## config.mk

```make
export PLATFORM = sky130hd
export DESIGN_NAME = uart_tx_flat
export DESIGN_NICKNAME = d
export VERILOG_FILES = /design/src/rtl/uart_tx_pkg.sv /design/src/rtl/uart_tx_if.sv /design/src/rtl/uart_baud_tick.sv /design/src/rtl/uart_tx.sv /design/src/flat_wrapper.sv
export SDC_FILE = /design/constraint.sdc
export NUM_CORES = 1
export LEC_CHECK = 0
export BUFFER_PORTS_ARGS = -buffer_cell sky130_fd_sc_hd__buf_4
export CORE_MARGIN = 2
export CORE_UTILIZATION = 30
export CTS_BUF_LIST = sky130_fd_sc_hd__clkbuf_16
export DETAILED_ROUTE_END_ITERATION = 6
export PLACE_DENSITY_LB_ADDON = 0.05
export SLEW_MARGIN = 0
export SYNTH_ARGS = -nofsm -noshare
export SYNTH_HDL_FRONTEND = slang
export SYNTH_SLANG_ARGS = --single-unit
```

## constraint.sdc

```tcl
create_clock -name clk -period 2.35 [get_ports clk]
set_input_delay 0.235 -clock clk [delete_from_list [all_inputs] [get_ports clk]]
set_output_delay 0.235 -clock clk [all_outputs]
set_load 0.01 [all_outputs]
```

## src/rtl/uart_tx_pkg.sv

```systemverilog
// Shared definitions for the UART transmitter: FSM state encoding, bit-period
// derivation and the parity helper.
package uart_tx_pkg;

    typedef enum logic [2:0] {
        StIdle   = 3'd0,
        StStart  = 3'd1,
        StData   = 3'd2,
        StParity = 3'd3,
        StStop   = 3'd4,
        StBreak  = 3'd5,
        StMark   = 3'd6
    } uart_state_e;

    function automatic int unsigned bit_cycles(input int unsigned clock_rate,
                                               input int unsigned baud_rate);
        return clock_rate / baud_rate;
    endfunction

    function automatic logic even_parity(input logic [7:0] data);
        return ^data;
    endfunction

endpackage

```

## src/rtl/uart_tx_if.sv

```systemverilog
// Byte-producer / transmitter handshake bundle. tx_break exists only when
// UART_TX_BREAK_EN is defined.
interface uart_tx_if;
    logic       tx_valid;
    logic [7:0] tx_data;
    logic       tx_ready;
    logic       tx_done;
    logic       tx;
`ifdef UART_TX_BREAK_EN
    logic       tx_break;
`endif

    modport master (
        input  tx_ready, tx_done, tx,
`ifdef UART_TX_BREAK_EN
        output tx_break,
`endif
        output tx_valid, tx_data
    );

    modport slave (
        output tx_ready, tx_done, tx,
`ifdef UART_TX_BREAK_EN
        input  tx_break,
`endif
        input  tx_valid, tx_data
    );
endinterface

```

## src/rtl/uart_baud_tick.sv

```systemverilog
// Bit-period counter: counts 0..BIT_CYCLES-1 while clr is low and pulses
// bit_end on the last cycle of each bit.
module uart_baud_tick #(
    parameter int unsigned BIT_CYCLES = 16
) (
    input  logic clk,
    input  logic rst,
    input  logic clr,
    output logic bit_end
);
    localparam int unsigned CW = (BIT_CYCLES > 1) ? $clog2(BIT_CYCLES) : 1;
    localparam logic [CW-1:0] LAST = CW'(BIT_CYCLES - 1);

    logic [CW-1:0] cnt_q;

    assign bit_end = !clr && (cnt_q == LAST);

    always_ff @(posedge clk) begin
        if (!rst) begin
            cnt_q <= '0;
        end else if (clr || bit_end) begin
            cnt_q <= '0;
        end else begin
            cnt_q <= cnt_q + CW'(1);
        end
    end
endmodule

```

## src/rtl/uart_tx.sv

```systemverilog
// 8N1/8E1/8N2/8E2 UART transmitter, LSB first, registered TX line.
// Define UART_TX_BREAK_EN to add the tx_break input and break/mark generation.
module uart_tx
    import uart_tx_pkg::*;
#(
    parameter int unsigned CLOCK_RATE = 100000000,
    parameter int unsigned BAUD_RATE  = 115200,
    parameter int unsigned PARITY     = 1,
    parameter int unsigned STOP_BITS  = 1
) (
    input logic       clk,
    input logic       rst,
    uart_tx_if.slave  bus
);
    localparam int unsigned BIT_CYCLES = bit_cycles(CLOCK_RATE, BAUD_RATE);
    localparam logic [2:0]  LAST_STOP  = 3'(STOP_BITS - 1);

    uart_state_e state_q, state_d;
    logic [7:0]  sreg_q, sreg_d;
    logic [2:0]  bit_q, bit_d;
    logic        parity_q, parity_d;
    logic        tx_q, tx_d;
    logic        done_q, done_d;
    logic        bit_end;
    logic        cnt_clr;

    // The bit timer only runs while a bit is actually being timed.
    assign cnt_clr = (state_q == StIdle) || (state_q == StBreak);

    uart_baud_tick #(
        .BIT_CYCLES(BIT_CYCLES)
    ) u_baud_tick (
        .clk    (clk),
        .rst    (rst),
        .clr    (cnt_clr),
        .bit_end(bit_end)
    );

    assign bus.tx_ready = (state_q == StIdle);
    assign bus.tx_done  = done_q;
    assign bus.tx       = tx_q;

    always_comb begin
        state_d  = state_q;
        sreg_d   = sreg_q;
        bit_d    = bit_q;
        parity_d = parity_q;
        tx_d     = tx_q;
        done_d   = 1'b0;
        case (state_q)
            StIdle: begin
                tx_d = 1'b1;
`ifdef UART_TX_BREAK_EN
                if (bus.tx_break) begin
                    state_d = StBreak;
                    tx_d    = 1'b0;
                end else
`endif
                if (bus.tx_valid) begin
                    state_d  = StStart;
                    tx_d     = 1'b0;
                    sreg_d   = bus.tx_data;
                    parity_d = even_parity(bus.tx_data);
                    bit_d    = 3'd0;
                end
            end
            StStart: begin
                if (bit_end) begin
                    state_d = StData;
                    tx_d    = sreg_q[0];
                    sreg_d  = {1'b0, sreg_q[7:1]};
                    bit_d   = 3'd0;
                end
            end
            StData: begin
                if (bit_end) begin
                    if (bit_q == 3'd7) begin
                        bit_d = 3'd0;
                        if (PARITY != 0) begin
                            state_d = StParity;
                            tx_d    = parity_q;
                        end else begin
                            state_d = StStop;
                            tx_d    = 1'b1;
                        end
                    end else begin
                        bit_d  = bit_q + 3'd1;
                        tx_d   = sreg_q[0];
                        sreg_d = {1'b0, sreg_q[7:1]};
                    end
                end
            end
            StParity: begin
                if (bit_end) begin
                    state_d = StStop;
                    tx_d    = 1'b1;
                    bit_d   = 3'd0;
                end
            end
            StStop: begin
                tx_d = 1'b1;
                if (bit_end) begin
                    if (bit_q == LAST_STOP) begin
                        state_d = StIdle;
                        done_d  = 1'b1;
                        bit_d   = 3'd0;
                    end else begin
                        bit_d = bit_q + 3'd1;
                    end
                end
            end
`ifdef UART_TX_BREAK_EN
            StBreak: begin
                tx_d = 1'b0;
                if (!bus.tx_break) begin
                    state_d = StMark;
                    tx_d    = 1'b1;
                    bit_d   = 3'd0;
                end
            end
            StMark: begin
                // Mark-after-break lasts as long as the stop bits, no done pulse.
                tx_d = 1'b1;
                if (bit_end) begin
                    if (bit_q == LAST_STOP) begin
                        state_d = StIdle;
                        bit_d   = 3'd0;
                    end else begin
                        bit_d = bit_q + 3'd1;
                    end
                end
            end
`endif
            default: begin
                state_d = StIdle;
                tx_d    = 1'b1;
                bit_d   = 3'd0;
            end
        endcase
    end

    always_ff @(posedge clk) begin
        if (!rst) begin
            state_q  <= StIdle;
            sreg_q   <= 8'h00;
            bit_q    <= 3'd0;
            parity_q <= 1'b0;
            tx_q     <= 1'b1;
            done_q   <= 1'b0;
        end else begin
            state_q  <= state_d;
            sreg_q   <= sreg_d;
            bit_q    <= bit_d;
            parity_q <= parity_d;
            tx_q     <= tx_d;
            done_q   <= done_d;
        end
    end
endmodule

```

## src/flat_wrapper.sv

```systemverilog
// flat-port wrapper written by rule: the top's interface ports become plain ports
module uart_tx_flat import uart_tx_pkg::*;
#(
    parameter int unsigned CLOCK_RATE = 100000000,
    parameter int unsigned BAUD_RATE  = 115200,
    parameter int unsigned PARITY     = 1,
    parameter int unsigned STOP_BITS  = 1
)
  (clk, rst, bus_tx_ready, bus_tx_done, bus_tx, bus_tx_valid, bus_tx_data);
  uart_tx_if bus_i ();
  input logic clk;
  input logic rst;
  output wire logic [$bits(bus_i.tx_ready)-1:0] bus_tx_ready;
  output wire logic [$bits(bus_i.tx_done)-1:0] bus_tx_done;
  output wire logic [$bits(bus_i.tx)-1:0] bus_tx;
  input wire logic [$bits(bus_i.tx_valid)-1:0] bus_tx_valid;
  input wire logic [$bits(bus_i.tx_data)-1:0] bus_tx_data;
  assign bus_tx_ready = bus_i.tx_ready;
  assign bus_tx_done = bus_i.tx_done;
  assign bus_tx = bus_i.tx;
  assign bus_i.tx_valid = bus_tx_valid;
  assign bus_i.tx_data = bus_tx_data;
  uart_tx #(.CLOCK_RATE(CLOCK_RATE), .BAUD_RATE(BAUD_RATE), .PARITY(PARITY), .STOP_BITS(STOP_BITS)) u_core (.clk(clk), .rst(rst), .bus(bus_i));
endmodule
```

Word-level counts from Yosys, hierarchy flattened --
Cells that the tools add are included.
Operators by class: add/subtract/negate cells 2, $mul 0, div/mod/pow operators 0, order comparisons 0, equal/unequal tests 16, shifts and indexed selects 0, muxes and demuxes 27, bitwise gates (word level) 1, reductions and logical operators 16
Operators by type and width (number):
- 2-to-1 mux 3 bit | 13
- 2-to-1 mux 8 bit | 4
- case mux 8 bit (3 select lines) | 1
- case mux 3 bit (5 select lines) | 1
- case mux 3 bit (4 select lines) | 1
- adder 10 x 1 -> 10 bit, second input constant | 1
- equality test 10 bit, second input constant | 1
- != test 2 bit, second input constant | 5
- equality test 3 bit, second input constant | 3
- != test 2 x 1 -> 1 bit, second input constant | 4
- XOR reduction 8 bit | 1
- AND reduction 7 bit | 1
- equality test 3 x 2 -> 1 bit, second input constant | 2
- zero test 3 bit | 2
- 2-to-1 mux 1 bit | 6
- AND reduction 3 bit | 2
- AND reduction 5 bit | 1
- case mux 1 bit (4 select lines) | 1
- AND reduction 4 bit | 1
- OR reduction 2 bit | 2
- adder 3 x 1 -> 3 bit, second input constant | 1
- equality test 3 x 1 -> 1 bit, second input constant | 1
- nonzero test 3 bit | 1
- logical OR 1 bit | 2
- 4 further kinds | 4
Storage, ports and cells: register bits 27, bits in latches 0, memory bits (writable) 0, ROM bits 0, output and inout bits 3, logic and storage cells 69, memories 0

Logic depth before layout (Yosys ltp) --
depth after elaboration 6, gate-level depth with buffers 6

Modules after synthesis --
Synthesis repeated with hierarchy kept, for this count alone.
Unflattened totals: cells, all modules 172, area, all modules 1545.2 µm²
By module, submodules not included:
- uart_tx | times used 1, cells an instance 118, area each 1091.0 µm²
- uart_baud_tick | times used 1, cells an instance 54, area each 454.2 µm²

Worst setup path before layout --
Ideal clock, no wire load.
path type reg2reg, from register u_core.bit_q[0], to register u_core.sreg_q[7], setup time 0.116 ns, data arrival time 1.641 ns, data required time 2.234 ns, slack 0.594 ns, cell stages (with the launch flop) 7, path buffers 0, cells stage by stage dfxtp_1 -> ha_1 -> ha_1 -> or3b_1 -> a21oi_2 -> o31ai_4 -> a31o_1
Between the ends: word-level cells in the longest chain between the ends 3
Ends and longest elaborated chain:
- start: declaration | line uart_tx.sv:20 | logic [2:0] bit_q, bit_d;
- start signal: assignment | line uart_tx.sv:153 | bit_q <= bit_d;
- equality test 3 bit | line uart_tx.sv:77 | if (bit_q == 3'd7) begin
- != test 2 bit (no line)
- AND reduction 5 bit (no line)
- end signal: assignment | line uart_tx.sv:152 | sreg_q <= sreg_d;
- end: declaration | line uart_tx.sv:19 | logic [7:0] sreg_q, sreg_d;
Every way passes these cells. A chain may end at the register's enable or synchronous reset.

Worst setup path after layout --
Ends and elaborated chain as after synthesis.

==> flow_summary_export.csv <==
group,metric,value,unit
critical_path,critPathKind,"register to register",
clocking,ctsHoldBuffers,0,
logic_synthesis,synth.avg_cell_area,9.30,um^2
sta,clock.fmax,527,MHz
critical_path,start_kind,"register",
critical_path,path_max_fanout,8,
sta,slew_violations,0,
sta,hold_viol,0,
sta,finClkSkew,4.96,ps
sta,layout_setup_ws,454,ps
floorplanning,die_area,6000,um^2
floorplanning,start_util,31.5,%
critical_path,path_delay_family,"compound AO/OA/AOI/OAI gates",
clocking,cts-buffers-inserted,3,
logic_synthesis,synth_xor_area_share,10.2,%
outcome,outcome,"finished clean",
detailed_routing,drtIter0Drc,46,
logic_synthesis,synth_area,1620,um^2
power_and_ir_drop,p_per_area,607,nW/um^2
power_and_ir_drop,power,1.10,mW
logic_synthesis,synthAdderAreaFrac,3.09,%
logic_synthesis,ys_seq_area_share,33.4,%
clocking,cts_tree,"built",
power_and_ir_drop,switching_share,26.0,%
critical_path,arrival,2060,ps
logic_synthesis,synthSimpleGateAreaFrac,24.4,%
critical_path,endpoint_kind,"register",
detailed_routing,drt_first_pass_iters,4,
grt,gr-total-overflow,0,
sta,finalCritPeriodShare,80.7,%
clocking,clk_pin_slew,70,ps
logic_synthesis,ys_warn_count,0,
finish,drive_gt1_share,17.5,%
hold_path,hold_path_class,"input port to register",
finish,ff_latch_area,541,um^2
sta,fin_crit,1900,ps
power_and_ir_drop,power_frac_clock,35.6,%
detailed_routing,highest-signal-layer,"met4",
logic_synthesis,ys_types,47,
detailed_routing,drtAntennaViolNets,0,
logic_synthesis,synth_area_leaders,"dfxtp_1 33%, mux2i_1 6.8%, xnor2_1 5.4%",
logic_synthesis,synth_cells,174,
detailed_routing,wire_per_inst,12.7,um
clocking,cts_max_level,1,
sta,setup_viol_count_final,0,
place,dp_slack,470,ps
grt,grt_max_degree,30,
finish,antenna_cells,0,
clocking,cts-root-buf,"clkbuf_16",
sta,slew_headroom,58.1,%
clocking,cts-resized-gates,0,
sta,tightest_slew,628,ps
logic_synthesis,syn_nets,189,
detailed_routing,routed_wl,3.20,mm
finish,fillers,551,
power_and_ir_drop,p_sw,0.286,mW
logic_synthesis,synth.ff_latch_count,27,
detailed_routing,drc,0,
power_and_ir_drop,leakage,0.630,nW
grt,grt_pass1_vias,1197,
finish,final_nets,199,
critical_path,path_cells,"ha_1 > ha_1 > or3b_1 > a21oi_2 > o31ai_4 > a31o_1",
critical_path,rrSetupSlack,450,ps
power_and_ir_drop,p_seq_share,46.4,%
place,dp_hpwl,2.31,mm
power_and_ir_drop,intPower,0.814,mW
floorplanning,die_y,77.4,um
grt,grt_first_pass_wirelength,5.58,mm
logic_synthesis,synth_largest_area_cell,"dfxtp_1",
finish,area_growth,12.1,%
critical_path,cpMaxStageDelayCell,"or3b_1",
sta,rsz0062_at_grt,"false",
finish,multiInputGateArea,978,um^2
logic_synthesis,synth_mux_area_share,6.81,%
logic_synthesis,async_reset_ff_share,0,%
detailed_routing,route.met2.wl,1.45,mm
logic_synthesis,synth_edf_count,0,
place,gp_congestion,0.737,
grt,track_usage,11.6,%
critical_path,crit_required,2510,ps
detailed_routing,num_vias,1213,
grt,antenna_found_initial,0,
floorplanning,core-area,5140,um^2
clocking,clkLatencyLatePin,260,ps
job,maxCapViolations,0,
clocking,cts_max_path_buffers,2,
detailed_routing,wl_met1,1.67,mm
logic_synthesis,synth-main-ff-cell,"dfxtp_1",
floorplanning,pin_count,14,
critical_path,path_buf_inv,0,
sta,fin_setup_tns,0,ps
floorplanning,die_w,77.4,um
critical_path,max_stage_delay,370,ps
detailed_routing,post_drt_via_cell_ratio,4.79,
power_and_ir_drop,peakVddDrop,0.000286,V
power_and_ir_drop,pwr-share-comb,17.9,%
logic_synthesis,synth_top_area_share,33.4,%
floorplanning,fp-row-count,26,
clocking,cts_num_sinks,27,
detailed_routing,met3_length,62,um
clocking,post_cts_buffers,0,
logic_synthesis,synth-compound-area-share,15.9,%
critical_path,cp_common_cell,"ha_1",
logic_synthesis,synth_top_family_by_area,"simple AND/OR/NAND/NOR gates",
place,io_buffers,13,
[power by group through the flow]
stage	clock, mW	sequential, mW	combinational (mW)
3_3_place_gp	0	0.520	0.197
2_1_floorplan	0	0.506	0.169
3_5_place_dp	0	0.521	0.200
4_1_cts	0.412	0.510	0.201
6_report	0.392	0.511	0.198
5_1_grt	0.435	0.515	0.219
[layout by cell type (no fill, tap or decap), types with 2 or more instances in the layout]
cell       Yosys  layout
dfxtp_1       27      27
nor2_1        17      17
buf_4          2      15
nand2_1       12      12
mux2i_1       11      11
xnor2_1       10      10
o21a_1         9       9
nor3b_1        8       8
xor2_1         7       7
nand3_1        7       7
o21ai_0        6       6
nand4_1        5       5
inv_1          4       4
o21ai_1        4       4
ha_1           4       4
clkbuf_16      0       3
or3b_1         2       2
o21bai_1       2       2
nand2b_1       2       2
nand4b_1       2       2
and3_1         2       2
[cell type report]
type	count	area share, %
sequential	27	29.8
multi-input combinational	133	53.9
clock buffer	3	4.14
clock inverter	1	0.276
inverter	4	0.828
tap	70	4.83
timing repair buffer	15	6.21
[flip-flops by register name (all words and copies together) (netlist names)]
signal	flops
u_core.bus.tx	1
u_core.u_baud_tick.cnt_q	10
u_core.parity_q	1
u_core.bit_q	3
u_core.sreg_q	8
u_core.state_q	3
u_core.bus.tx_done	1
[worst paths after layout]
kind                         start               end  cells after the start
setup reg to reg   u_core.bit_q[0]  u_core.sreg_q[7]                      6
setup / recovery   u_core.bit_q[0]  u_core.sreg_q[7]                      6
hold reg to reg   u_core.sreg_q[2]  u_core.sreg_q[2]                      2
hold / removal        bus_tx_valid     u_core.bus.tx                      2
[worst register-to-register path, cell delays in order, from the launching register on]
cell	delay, ps
dfxtp_1	340
ha_1	210
ha_1	220
or3b_1	370
a21oi_2	210
o31ai_4	190
a31o_1	260
[stage by stage]
| stage | hold WS [ps] | util, % | std cells | area (um^2) |
|---|---|---|---|---|
| floorplan | 365 | - | 174 | 1620 |
| global placement | 443 | 33.7 | 249 | 1730 |
| detailed placement | 447 | 33.7 | 249 | 1730 |
| CTS | 219 | 35.3 | 253 | 1810 |
| global route | 229 | 35.3 | 253 | 1810 |
| finish | 226 | 35.3 | 253 | 1810 |
[routing by layer]
metal / GRT usage (%) / vias up
li1: - / 631
met2: 17.9 / 9
met4: 4.29 / 0
met1: 16.1 / 571
met5: 0 / -
met3: 2.09 / 2
[synthesized netlist by cell type (all sizes together) (3+ instances only)]
library cell / number
inv: 4
ha: 4
nand4: 5
clkbuf: 3
mux2i: 11
nor2: 18
o21a: 9
buf: 7
nand3: 7
nor3b: 8
xnor2: 11
xor2: 7
dfxtp: 27
and3: 3
o21ai: 10
nand2: 12
[cell families after synthesis]
logic type,after synthesis
fa+ha+maj,4
simple gates,67
compound gates,33
flops,27
buf+inv,14
mux,11
xor+xnor,18
Power figures use the tool's default switching activity.
